--- src/rtl/hawk_pkg.sv ---
// Shared types and constants for the Hawk drive-side timing model.
package hawk_pkg;

  typedef enum logic [1:0] {
    SPINUP = 2'd0,
    IDLE   = 2'd1,
    STEP   = 2'd2,
    SETTLE = 2'd3
  } drive_state_t;

  localparam int CYL_W           = 9;
  localparam int SA_W            = 5;
  localparam int MAX_CYL_DEFAULT = 407;
  localparam int SECTORS_DEFAULT = 16;

  // Largest of three timer loads; sizes the one shared seek/spin-up timer.
  function automatic int max3(input int a, input int b, input int c);
    int m;
    m = (a > b) ? a : b;
    return (m > c) ? m : c;
  endfunction

endpackage

--- src/rtl/hawk_rotation.sv ---
// Free-running rotational model: position counter, sector address, sector and index pulses.
module hawk_rotation
  import hawk_pkg::*;
#(
  parameter int CLKS_PER_SECTOR = 62500,
  parameter int SECTORS         = SECTORS_DEFAULT,
  parameter int PULSE_CLKS      = 40,
  parameter int INDEX_LEAD_CLKS = 1000
) (
  input  logic            clk,
  input  logic            rst_n,
  output logic            index,
  output logic            sector,
  output logic [SA_W-1:0] sa
);

  localparam int PW = $clog2(CLKS_PER_SECTOR);
  localparam logic [PW-1:0]   POS_LAST  = PW'(CLKS_PER_SECTOR - 1);
  localparam logic [PW-1:0]   PULSE_END = PW'(PULSE_CLKS - 1);
  localparam logic [PW-1:0]   IDX_START = PW'(CLKS_PER_SECTOR - INDEX_LEAD_CLKS);
  localparam logic [PW-1:0]   IDX_END   = PW'(CLKS_PER_SECTOR - INDEX_LEAD_CLKS + PULSE_CLKS);
  localparam logic [SA_W-1:0] SA_LAST   = SA_W'(SECTORS - 1);

  logic [PW-1:0] pos;
  logic          wrap;

  assign wrap = (pos == POS_LAST);

  // Position counter, sector address and sector pulse; sa advances in the wrap clk
  // so it already shows the new sector when the pulse rises.
  always_ff @(posedge clk or negedge rst_n) begin
    if (!rst_n) begin
      pos    <= '0;
      sa     <= '0;
      sector <= 1'b0;
    end else begin
      pos <= wrap ? '0 : pos + 1'b1;
      if (wrap) begin
        sa     <= (sa == SA_LAST) ? '0 : sa + 1'b1;
        sector <= 1'b1;
      end else if (pos == PULSE_END) begin
        sector <= 1'b0;
      end
    end
  end

  // Index sits in the lead window of the last sector, ahead of the sector-0 boundary.
  always_comb begin
    index = (sa == SA_LAST) && (pos >= IDX_START) && (pos < IDX_END);
  end

endmodule

--- src/rtl/hawk_drive_timing.sv ---
// Hawk drive emulator: seek positioner FSM plus rotational timing.
//
// state  | meaning
// SPINUP | waiting for the spindle after reset; not ready
// IDLE   | ready and on cylinder; accepts seek strobes
// STEP   | moving the heads one cylinder per step period
// SETTLE | heads on target, waiting for settle time
module hawk_drive_timing
  import hawk_pkg::*;
#(
  parameter int CLKS_PER_SECTOR = 62500,
  parameter int SECTORS         = SECTORS_DEFAULT,
  parameter int PULSE_CLKS      = 40,
  parameter int INDEX_LEAD_CLKS = 1000,
  parameter int MAX_CYL         = MAX_CYL_DEFAULT,
  parameter int STEP_CLKS       = 400,
  parameter int SETTLE_CLKS     = 2000,
  parameter int SPINUP_CLKS     = 5000
) (
  input  logic             clk,
  input  logic             rst_n,
  input  logic             hawk_cyl_strobe,
  input  logic [CYL_W-1:0] hawk_cylad,
  output logic             hawk_ready,
  output logic             hawk_on_cyl,
  output logic             hawk_addr_ack,
  output logic             hawk_seek_err,
  output logic             hawk_index,
  output logic             hawk_sector,
  output logic [SA_W-1:0]  hawk_sa,
  output logic [CYL_W-1:0] cur_cyl
);

  localparam int TMAX = max3(SPINUP_CLKS, STEP_CLKS, SETTLE_CLKS);
  localparam int TW   = $clog2(TMAX + 1);
  localparam logic [TW-1:0]    SPINUP_LOAD = TW'(SPINUP_CLKS - 1);
  localparam logic [TW-1:0]    STEP_LOAD   = TW'(STEP_CLKS - 1);
  localparam logic [TW-1:0]    SETTLE_LOAD = TW'(SETTLE_CLKS - 1);
  localparam logic [CYL_W-1:0] CYL_LIMIT   = CYL_W'(MAX_CYL);

  drive_state_t     state, state_nx;
  logic [TW-1:0]    tmr, tmr_nx;
  logic [CYL_W-1:0] cyl, cyl_nx;
  logic [CYL_W-1:0] tgt, tgt_nx;
  logic [CYL_W-1:0] stepped;
  logic             ack_q, ack_nx;
  logic             err_q, err_nx;

  hawk_rotation #(
    .CLKS_PER_SECTOR (CLKS_PER_SECTOR),
    .SECTORS         (SECTORS),
    .PULSE_CLKS      (PULSE_CLKS),
    .INDEX_LEAD_CLKS (INDEX_LEAD_CLKS)
  ) u_rotation (
    .clk    (clk),
    .rst_n  (rst_n),
    .index  (hawk_index),
    .sector (hawk_sector),
    .sa     (hawk_sa)
  );

  // State, timer and positioner registers.
  always_ff @(posedge clk or negedge rst_n) begin
    if (!rst_n) begin
      state <= SPINUP;
      tmr   <= SPINUP_LOAD;
      cyl   <= '0;
      tgt   <= '0;
      ack_q <= 1'b0;
      err_q <= 1'b0;
    end else begin
      state <= state_nx;
      tmr   <= tmr_nx;
      cyl   <= cyl_nx;
      tgt   <= tgt_nx;
      ack_q <= ack_nx;
      err_q <= err_nx;
    end
  end

  // Next-state logic; the final step hands straight to SETTLE so settle time
  // starts the clk the heads arrive.
  always_comb begin
    state_nx = state;
    tmr_nx   = tmr;
    cyl_nx   = cyl;
    tgt_nx   = tgt;
    ack_nx   = 1'b0;
    err_nx   = err_q;
    stepped  = (cyl < tgt) ? cyl + 1'b1 : cyl - 1'b1;
    case (state)
      SPINUP: begin
        if (tmr == '0) state_nx = IDLE;
        else           tmr_nx   = tmr - 1'b1;
      end
      IDLE: begin
        if (hawk_cyl_strobe) begin
          if (hawk_cylad <= CYL_LIMIT) begin
            tgt_nx   = hawk_cylad;
            ack_nx   = 1'b1;
            err_nx   = 1'b0;
            tmr_nx   = STEP_LOAD;
            state_nx = STEP;
          end else begin
            err_nx = 1'b1;
          end
        end
      end
      STEP: begin
        if (cyl == tgt) begin
          state_nx = SETTLE;
          tmr_nx   = SETTLE_LOAD;
        end else if (tmr == '0) begin
          cyl_nx = stepped;
          if (stepped == tgt) begin
            state_nx = SETTLE;
            tmr_nx   = SETTLE_LOAD;
          end else begin
            tmr_nx = STEP_LOAD;
          end
        end else begin
          tmr_nx = tmr - 1'b1;
        end
      end
      SETTLE: begin
        if (tmr == '0) state_nx = IDLE;
        else           tmr_nx   = tmr - 1'b1;
      end
      default: state_nx = SPINUP;
    endcase
  end

  // Status outputs decoded from registered state.
  always_comb begin
    hawk_ready    = (state == IDLE);
    hawk_on_cyl   = (state == IDLE);
    hawk_addr_ack = ack_q;
    hawk_seek_err = err_q;
    cur_cyl       = cyl;
  end

endmodule

--- config.mk ---
export PLATFORM = sky130hd
export DESIGN_NAME = hawk_drive_timing
export DESIGN_NICKNAME = d
export VERILOG_FILES = /design/src/rtl/hawk_pkg.sv /design/src/rtl/hawk_rotation.sv /design/src/rtl/hawk_drive_timing.sv
export SDC_FILE = /design/constraint.sdc
export NUM_CORES = 1
export LEC_CHECK = 0
export CORE_ASPECT_RATIO = 0.6
export CORE_UTILIZATION = 58
export DETAILED_ROUTE_END_ITERATION = 10
export PLACE_DENSITY = 0.8
export SLEW_MARGIN = 20
export SYNTH_ARGS = -nofsm -noshare
export SYNTH_HDL_FRONTEND = slang
export SYNTH_HIERARCHICAL = 1
export SYNTH_SLANG_ARGS = --single-unit
export TNS_END_PERCENT = 5
--- constraint.sdc ---
create_clock -name clk -period 5.7 [get_ports clk]
set_input_delay 0.57 -clock clk [delete_from_list [all_inputs] [get_ports clk]]
set_output_delay 0.57 -clock clk [all_outputs]
set_load 0.01 [all_outputs]
==> After elaboration in Yosys (flattened, before gate mapping) <==
Index checks and enable logic that the tools add are counted.
W data, S select, Z words.
{ "word_totals": {"out_inout_bits": 20, "input_bits": 12, "memories": 0, "latchBits": 0, "reg_bits": 57, "elab_cells": 67, "ramBits": 0, "mem_bits_ro": 0} }
{ "op_classes": {"n_mux": 23, "mul": 0, "magnitude_cmp": 4, "shift": 0, "bitwise": 1, "reduce_logical": 11, "n_addsub": 5, "div_mod_pow": 0, "eq_ne": 14} }
{ "op_table": {"columns": ["cell", "count"], "rows": [
  ["$mux W13", 5],
  ["$pmux W13 S3", 1],
  ["$eq A9 B9 Y1", 2],
  ["$add A16 B1 Y16 const B", 1],
  ["$eq A16 B16 Y1 const B", 1],
  ["$eq A16 B6 Y1 const B", 1],
  ["$ge A16 B16 Y1 const B", 1],
  ["$lt A16 B16 Y1 const B", 1],
  ["$mux W16", 1],
  ["$logic_not A13 Y1", 1],
  ["$sub A13 B1 Y13 const B", 1],
  ["$mux W2", 6],
  ["$mux W11", 1],
  ["$add A9 B1 Y9 const B", 1],
  ["$le A9 B9 Y1 const B", 1],
  ["$lt A9 B9 Y1", 1],
  ["$mux W9", 1],
  ["$reduce_and A3 Y1", 3],
  ["$sub A9 B1 Y9 const B", 1],
  ["$mux W1", 6],
  ["$ne A3 B3 Y1 const B", 2],
  ["$pmux W2 S3", 1],
  ["$add A5 B1 Y5 const B", 1],
  ["$eq A5 B4 Y1 const B", 1],
  ["other kinds (12)", 16]
]} }

==> Longest topological paths before layout <==
Gate-level depths: netlist of run 1.
{ "logic_depth": {"depth_word": 7, "ltp_mapped": 17} }

==> Hierarchy <==
Netlist of run 1, hierarchy kept.
{ "modules_own_cells": {"columns": ["module", "n_inst", "seq_area_each_um2", "area_per_inst_um2", "cells_each"], "rows": [
  ["hawk_drive_timing", 1, 884.6, 2433.6, 275],
  ["hawk_rotation", 1, 550.5, 1148.6, 112]
]} }

==> Least setup slack after synthesis of run 1 <==
No wires, ideal clock.
{ "synth_timing": {"path_kind": "flip-flop to flip-flop", "start": "register cyl[1] (netlist: cur_cyl[1])", "end": "register state[0]", "slack_ns": 1.655, "synth_period_minus_slack_ns": 4.045, "arrival_ns": 3.912, "path_buffers": 1, "path_stages_with_launch": 17, "setup_ns": 0.133, "cell_sequence": "dfrtp_1 > ha_1 > and4_1 > a21oi_1 > nor3_1 > a311oi_1 > inv_1 > ha_1 > buf_6 > a21o_1 > a221o_1 > a21o_1 > a21oi_2 > xnor3_1 > o21ai_2 > and3_1 > o22ai_1"} }
{ "synth_between": {"elab_chain_len": 5, "word_cells_on_any_way": 11} }
{ "synth_lines": {"columns": ["item", "line_no", "rtl"], "rows": [
  ["start: declaration", "hawk_drive_timing.sv:43", "logic [CYL_W-1:0] cyl, cyl_nx;"],
  ["start signal: assignment", "hawk_drive_timing.sv:74", "cyl <= cyl_nx;"],
  ["$sub A9 B1 Y9, or another cell as far along", "hawk_drive_timing.sv:90", "stepped = (cyl < tgt) ? cyl + 1'b1 : cyl - 1'b1;"],
  ["$mux W9", "hawk_drive_timing.sv:90", null],
  ["$eq A9 B9 Y1", "hawk_drive_timing.sv:115", "if (stepped == tgt) begin"],
  ["$ne A3 B3 Y1 (no source line)", null, null],
  ["$reduce_and A5 Y1 (no source line)", null, null],
  ["end signal: assignment", "hawk_drive_timing.sv:72", "state <= state_nx;"],
  ["end: declaration", "hawk_drive_timing.sv:41", "drive_state_t state, state_nx;"]
]} }
Several ways; a longest one is shown, not always the timed one.
A chain may end at the register's enable or synchronous reset.

==> Worst setup path in the final report of run 1 <==
{ "layout_timing": {"start": "register cyl[3] (netlist: cur_cyl[3])", "end": "register state[0]"} }
Same word-level chain as after synthesis.

==> results of run 1 <==
## worst paths after layout
kind	start	end	slack, ns
min	rst_n	cur_cyl[0]	0.18
max reg2reg	cur_cyl[3]	state[0]	1.12
max	cur_cyl[3]	state[0]	1.12
min in group clk	hawk_seek_err	hawk_seek_err	0.50
min reg2reg	hawk_seek_err	hawk_seek_err	0.50
max in group asynchronous	rst_n	tmr[0]	4.65
## cells by family after synthesis
group / count (synthesis) / share of synthesized area (%)
buffers and inverters: 33 / 4.157
multiplexers: 3 / 0.9081
XOR/XNOR: 33 / 8.837
AND/OR/NAND/NOR: 159 / 23.33
adder cells (fa/ha/maj): 23 / 8.243
flip-flops: 57 / 40.06
AO/OA/AOI/OAI: 79 / 14.46
## layout make-up
| class | instances | area [sq um] |
|---|---|---|
| fillers | 455 | 1614 |
| multi-input cells | 297 | 1998 |
| inverters | 21 | 78.83 |
| well taps | 80 | 100.1 |
| clock inverters | 4 | 50.05 |
| clock buffers | 12 | 165.2 |
| flip-flops and latches | 57 | 1435 |
| repair buffers | 32 | 312.8 |
## Yosys cell counts, types with 5 or more instances
cell type / instances
dfstp_2: 7
nor3_1: 7
xnor2_1: 20
clkbuf_1: 5
and3_1: 6
xor2_1: 11
inv_1: 21
a21oi_1: 19
nor4_1: 6
nand3_1: 18
o21ai_0: 11
o21ai_1: 9
nor2_1: 39
a21o_1: 5
ha_1: 22
nand2_1: 45
dfrtp_1: 50
## routing by layer
| layer | GRT usage, % | share of wire (%) |
|---|---|---|
| met4 | 8.803 | 1.1 |
| met1 | 48.94 | 51 |
| met5 | 0 | 0 |
| met3 | 9.396 | 10 |
| met2 | 37.17 | 38 |
## registers in the layout (all words and copies together), names as in the netlist
register / cells
u_rotation/pos: 16
hawk_addr_ack: 1
u_rotation/sa: 5
hawk_seek_err: 1
u_rotation/sector: 1
tgt: 9
state: 2
cur_cyl: 9
tmr: 13
## report_power, final
group / internal (uW) / switching, uW
Clock: 237 / 170
Combinational: 7.22 / 10.8
Sequential: 405 / 0
## through the flow
stage / total power [uW] / util, % / hold WS, ns / std cells
final: 829.3 / 71.95 / 0.1755 / 503
after global routing: 855.1 / 71.95 / 0.1886 / 503
after CTS: 838.1 / 71.95 / 0.1763 / 503
after detailed placement: 430.5 / 68.21 / 0.4860 / 487
after global placement: 430.3 / 68.21 / 0.4683 / 487
after floorplan: 413.2 / - / 0.2744 / 387
==> flow_summary.toml, run 1 <==
[route]
postRouteWirelength_mm = 8.666
wl_per_cell_um = 17.23
drt-vias-per-instance = 6.119
ant_nets = 0
drt-pass1-iter-count = 5
drc_errors = 0
routed-via-count = 3078
violation_count_after_the_first_detailed_route_iteration = 311

[global_route]
maximum_number_of_pins_on_one_net_before_global_route_repair = 39
antenna_found_initial = 0
globalRouteOverflowTotal = 0
grt_pass1_wl_mm = 14.55
global_route.usage.total_pct = 30.17
vias_in_the_first_global_route = 2899

[synth]
async_sr_flop_fraction_pct = 100.0
synth_edf_count = 0
yosys_register_bits = 57
synth.cell_area_sq_um = 3582
post_synth_inst_count = 387
synth_fp_nets = 422
synth_top_area_cell = "dfrtp_1"
synthDistinctLibCells = 63
synth_area_leaders = "dfrtp_1, ha_1, dfstp_2"
yosysSeqAreaShare_pct = 40.06
syn-mean-instance-area_sq_um = 9.256
yosysWarningCount = 6
synthDominantCellAreaShare_pct = 34.93
yosys_most_used_dff = "dfrtp_1"

[final_layout]
number_of_inserted_diodes = 0
mostFrequentLayoutCell = "dfrtp_1"
area.growth.synth_to_final_pct = 15.58
layout_common_cells = "dfrtp_1, nand2_1, nor2_1"
final_layout_size_suffix_gt1_share_pct = 8.747
num-nets-final = 453
finalInstanceArea_sq_um = 4140

[place]
dp_hpwl_mm = 6.459
gp_routability_congestion = 0.9606
detailed_place.area_sq_um = 3925
place_ws_ns = 1.260
port-buffer-count = 31

[setup_path]
crit_path_max_incr_delay_ns = 0.55
rr_worst_depth = 15
critical_path.cell_chain = "ha_1 > and4_1 > a21oi_1 > nor3_1 > a311oi_1 > inv_1 > ha_1 > a21o_1 > a221o_1 > o2111ai_1 > a2111oi_0 > o2111ai_1 > o21ai_2 > and3_1 > o22ai_1"
number_of_stages_on_the_worst_setup_path = 15
worst_path_dominant_cell_family = "compound AO/OA/AOI/OAI gates"
cp_data_required_time_ns = 5.91
worstPathMaxFanout = 8
category_of_the_critical_setup_timing_path = "reg2reg"
cp_slowest_cell = "ha_1"
crit_buf_inv = 1
arrival_ns = 4.79
worstSetupStartpointType = "flop"
timing.critical_path.to_type = "flop"

[floorplanning]
die_h_um = 62.88
floorplan.initialDensity_pct = 62.25
core_sq_um = 5754
io-pin-count = 32
design.die.area_sq_um = 6505
rows = 21
fp.dieW_um = 103.5

[sta]
setup_repair_after_global_routing_missed_its_margin = "false"
final.setup_skew_ns = 0.006720
timing.final.max_slew_violations = 0
worst_slack_ns = 1.122
min_period_ns = 4.578
layout_worst_path_cycle_share_pct = 80.32
max_slew_margin_pct = 59.64
hold_violations = 0
timing_worst_slew_pin_value_ns = 0.6003
setup-violations-final = 0
fin_tns_setup_ns = 0
clock.fmax_ghz = 0.2184

[run]
max_cap_violations = 0

[hold_path]
timing.hold.worst.class = "in2async"

[cts]
ctsHoldBuffers = 0
htreeDepth = 3
cts_tree = "built"
library_cell_used_as_clock_root_buffer = "clkbuf_8"
cts-root-to-sink-buffers = 2
post_cts.resized_instances = 0
clock_insertion_delay_worst_skew_ns = 0.35
cts.sinks = 57
clock_pin_slew_on_the_worst_setup_and_hold_paths_ns = 0.07
clock_buffer_count_from_cts = 9
post_cts.repair.setup_buffers = 0

[outcome]
outcome = "complete, no violations"

[power_and_ir_drop]
ir_drop_mv = 0.1259
leakagePower_uw = 0.001904
power_density_nw_per_um2 = 200.3
Note: power is estimated with default switching activity, not from simulation.
==> run 2: changes to the inputs <==
==> constraint.sdc (replaced) <==
create_clock -name clk -period 4.7 [get_ports clk]
set_input_delay 0.47 -clock clk [delete_from_list [all_inputs] [get_ports clk]]
set_output_delay 0.47 -clock clk [all_outputs]
set_load 0.01 [all_outputs]
==> flow_summary.toml, run 2 (same netlist as run 1, synthesis figures left out) <==
[outcome]
outcome = "complete, no violations"

[setup_path]
category_of_the_critical_setup_timing_path = "reg2reg"
arrival_ns = 4.79
cp_slowest_cell = "a2111oi_0"
worstSetupStartpointType = "flop"
timing.critical_path.to_type = "flop"
critical_path.cell_chain = "ha_1 > and4_1 > a21oi_1 > nor3_1 > a311oi_2 > inv_1 > ha_1 > and3_1 > a221o_1 > o2111ai_1 > a2111oi_0 > o2111ai_1 > o21ai_2 > and3_1 > o22ai_1"
cp_data_required_time_ns = 4.92
crit_buf_inv = 1
worst_path_dominant_cell_family = "compound AO/OA/AOI/OAI gates"
crit_path_max_incr_delay_ns = 0.63
rrSetupSlack_ns = 0.13
worstPathMaxFanout = 8

[cts]
post_cts.repair.setup_buffers = 0
cts-root-to-sink-buffers = 2
htreeDepth = 3
library_cell_used_as_clock_root_buffer = "clkbuf_8"
post_cts.resized_instances = 0
cts_tree = "built"
cts.sinks = 57
clock_buffer_count_from_cts = 9
clock_pin_slew_on_the_worst_setup_and_hold_paths_ns = 0.07
ctsHoldBuffers = 0
clock_insertion_delay_worst_skew_ns = 0.35

[route]
met3RoutedLength_mm = 1.052
ant_nets = 0
drt-pass1-iter-count = 4
routed-via-count = 3057
wl_per_cell_um = 17.34
detailroute.wirelength.met2_mm = 3.256
drc_errors = 0
postRouteWirelength_mm = 8.722
drt-vias-per-instance = 6.078
m1WireLength_mm = 4.289
top_layer = "met4"
violation_count_after_the_first_detailed_route_iteration = 317

[final_layout]
final_layout_size_suffix_gt1_share_pct = 8.747
mostFrequentLayoutCell = "dfrtp_1"
multi_input_gate_area_sq_um = 2012
ff_latch_area_sq_um = 1435
regMostFlops = "u_rotation/pos"
area.growth.synth_to_final_pct = 15.75
number_of_inserted_diodes = 0
fill_cells = 432
top_regs = "u_rotation/pos x16, tmr x13"
finalInstanceArea_sq_um = 4146
number_of_flip_flops_under_the_largest_register_name = 16
num-nets-final = 453
final-instance-count-excl-fill = 503
layout_common_cells = "dfrtp_1, nand2_1, nor2_1"

[power_and_ir_drop]
ir_drop_mv = 0.2061
power_density_nw_per_um2 = 241.0
leakagePower_uw = 0.001910

[place]
detailed_place.area_sq_um = 3925
placedCellCount = 487
place_ws_ns = 0.1745
port-buffer-count = 31
dp_hpwl_mm = 6.413
gp_routability_congestion = 0.9380

[floorplanning]
rows = 21
io-pin-count = 32
fp.dieW_um = 103.5
core_sq_um = 5754
design.die.area_sq_um = 6505
die_h_um = 62.88
floorplan.initialDensity_pct = 62.25

[global_route]
antenna_found_initial = 0
grt_pass1_wl_mm = 14.50
globalRouteOverflowTotal = 0
global_route.usage.total_pct = 30.21
maximum_number_of_pins_on_one_net_before_global_route_repair = 37
vias_in_the_first_global_route = 2901

[run]
max_cap_violations = 0

[hold_path]
timing.hold.worst.class = "in2async"

[sta]
timing.hold.ws_ns = 0.09818
setup-violations-final = 0
clock.fmax_ghz = 0.2187
final.setup_skew_ns = 0.01201
timing.final.max_slew_violations = 0
fin_tns_setup_ns = 0
setup_repair_after_global_routing_missed_its_margin = "false"
min_period_ns = 4.572
max_slew_margin_pct = 56.18
layout_worst_path_cycle_share_pct = 97.27
timing_worst_slew_pin_value_ns = 0.6407
worst_slack_ns = 0.1284
hold_violations = 0
run 2: worst paths after layout:
check | from | to | cells after the start
max | cur_cyl[1] | state[1] | 15
min in group clk | hawk_seek_err | hawk_seek_err | 2
min | rst_n | cur_cyl[7] | 1
min reg2reg | hawk_seek_err | hawk_seek_err | 2
max reg2reg | cur_cyl[1] | state[1] | 15
max in group asynchronous | rst_n | tmr[9] | 2
run 2: layout make-up:
cell class              count  area share, %
clock buffers              14          4.164
clock inverters             2         0.8449
inverters                  21          1.901
multi-input cells         297          48.52
flip-flops and latches     57          34.61
well taps                  80          2.414
repair buffers             32          7.544
run 2: metrics by stage:
stage | total power [uW] | utilization [%]
2_1_floorplan | 501.1 | -
3_3_place_gp | 521.9 | 68.21
3_5_place_dp | 522.2 | 68.21
4_1_cts | 1010 | 71.82
5_1_grt | 1038 | 72.06
6_report | 999.1 | 72.06
run 2: where the power goes:
part | internal, uW | leakage, uW | switching [uW]
combinational | 8.78 | 0.00111 | 13.0
clock | 288 | 0.000107 | 198
sequential | 491 | 0.000698 | 0
run 2: routing by layer:
metal	vias to the layer above	track usage, %
met4	0	9.859
met1	1443	47.39
met5	-	0
met2	162	36.26
met3	15	12.42
li1	1437	-
run 2: worst register-to-register path, stage by stage, from the launching register on:
cell	delay, ns
dfrtp_1	0.45
ha_1	0.32
and4_1	0.24
a21oi_1	0.16
nor3_1	0.07
a311oi_2	0.36
inv_1	0.28
ha_1	0.53
and3_1	0.24
a221o_1	0.30
o2111ai_1	0.15
a2111oi_0	0.63
o2111ai_1	0.27
o21ai_2	0.22
and3_1	0.17
o22ai_1	0.08
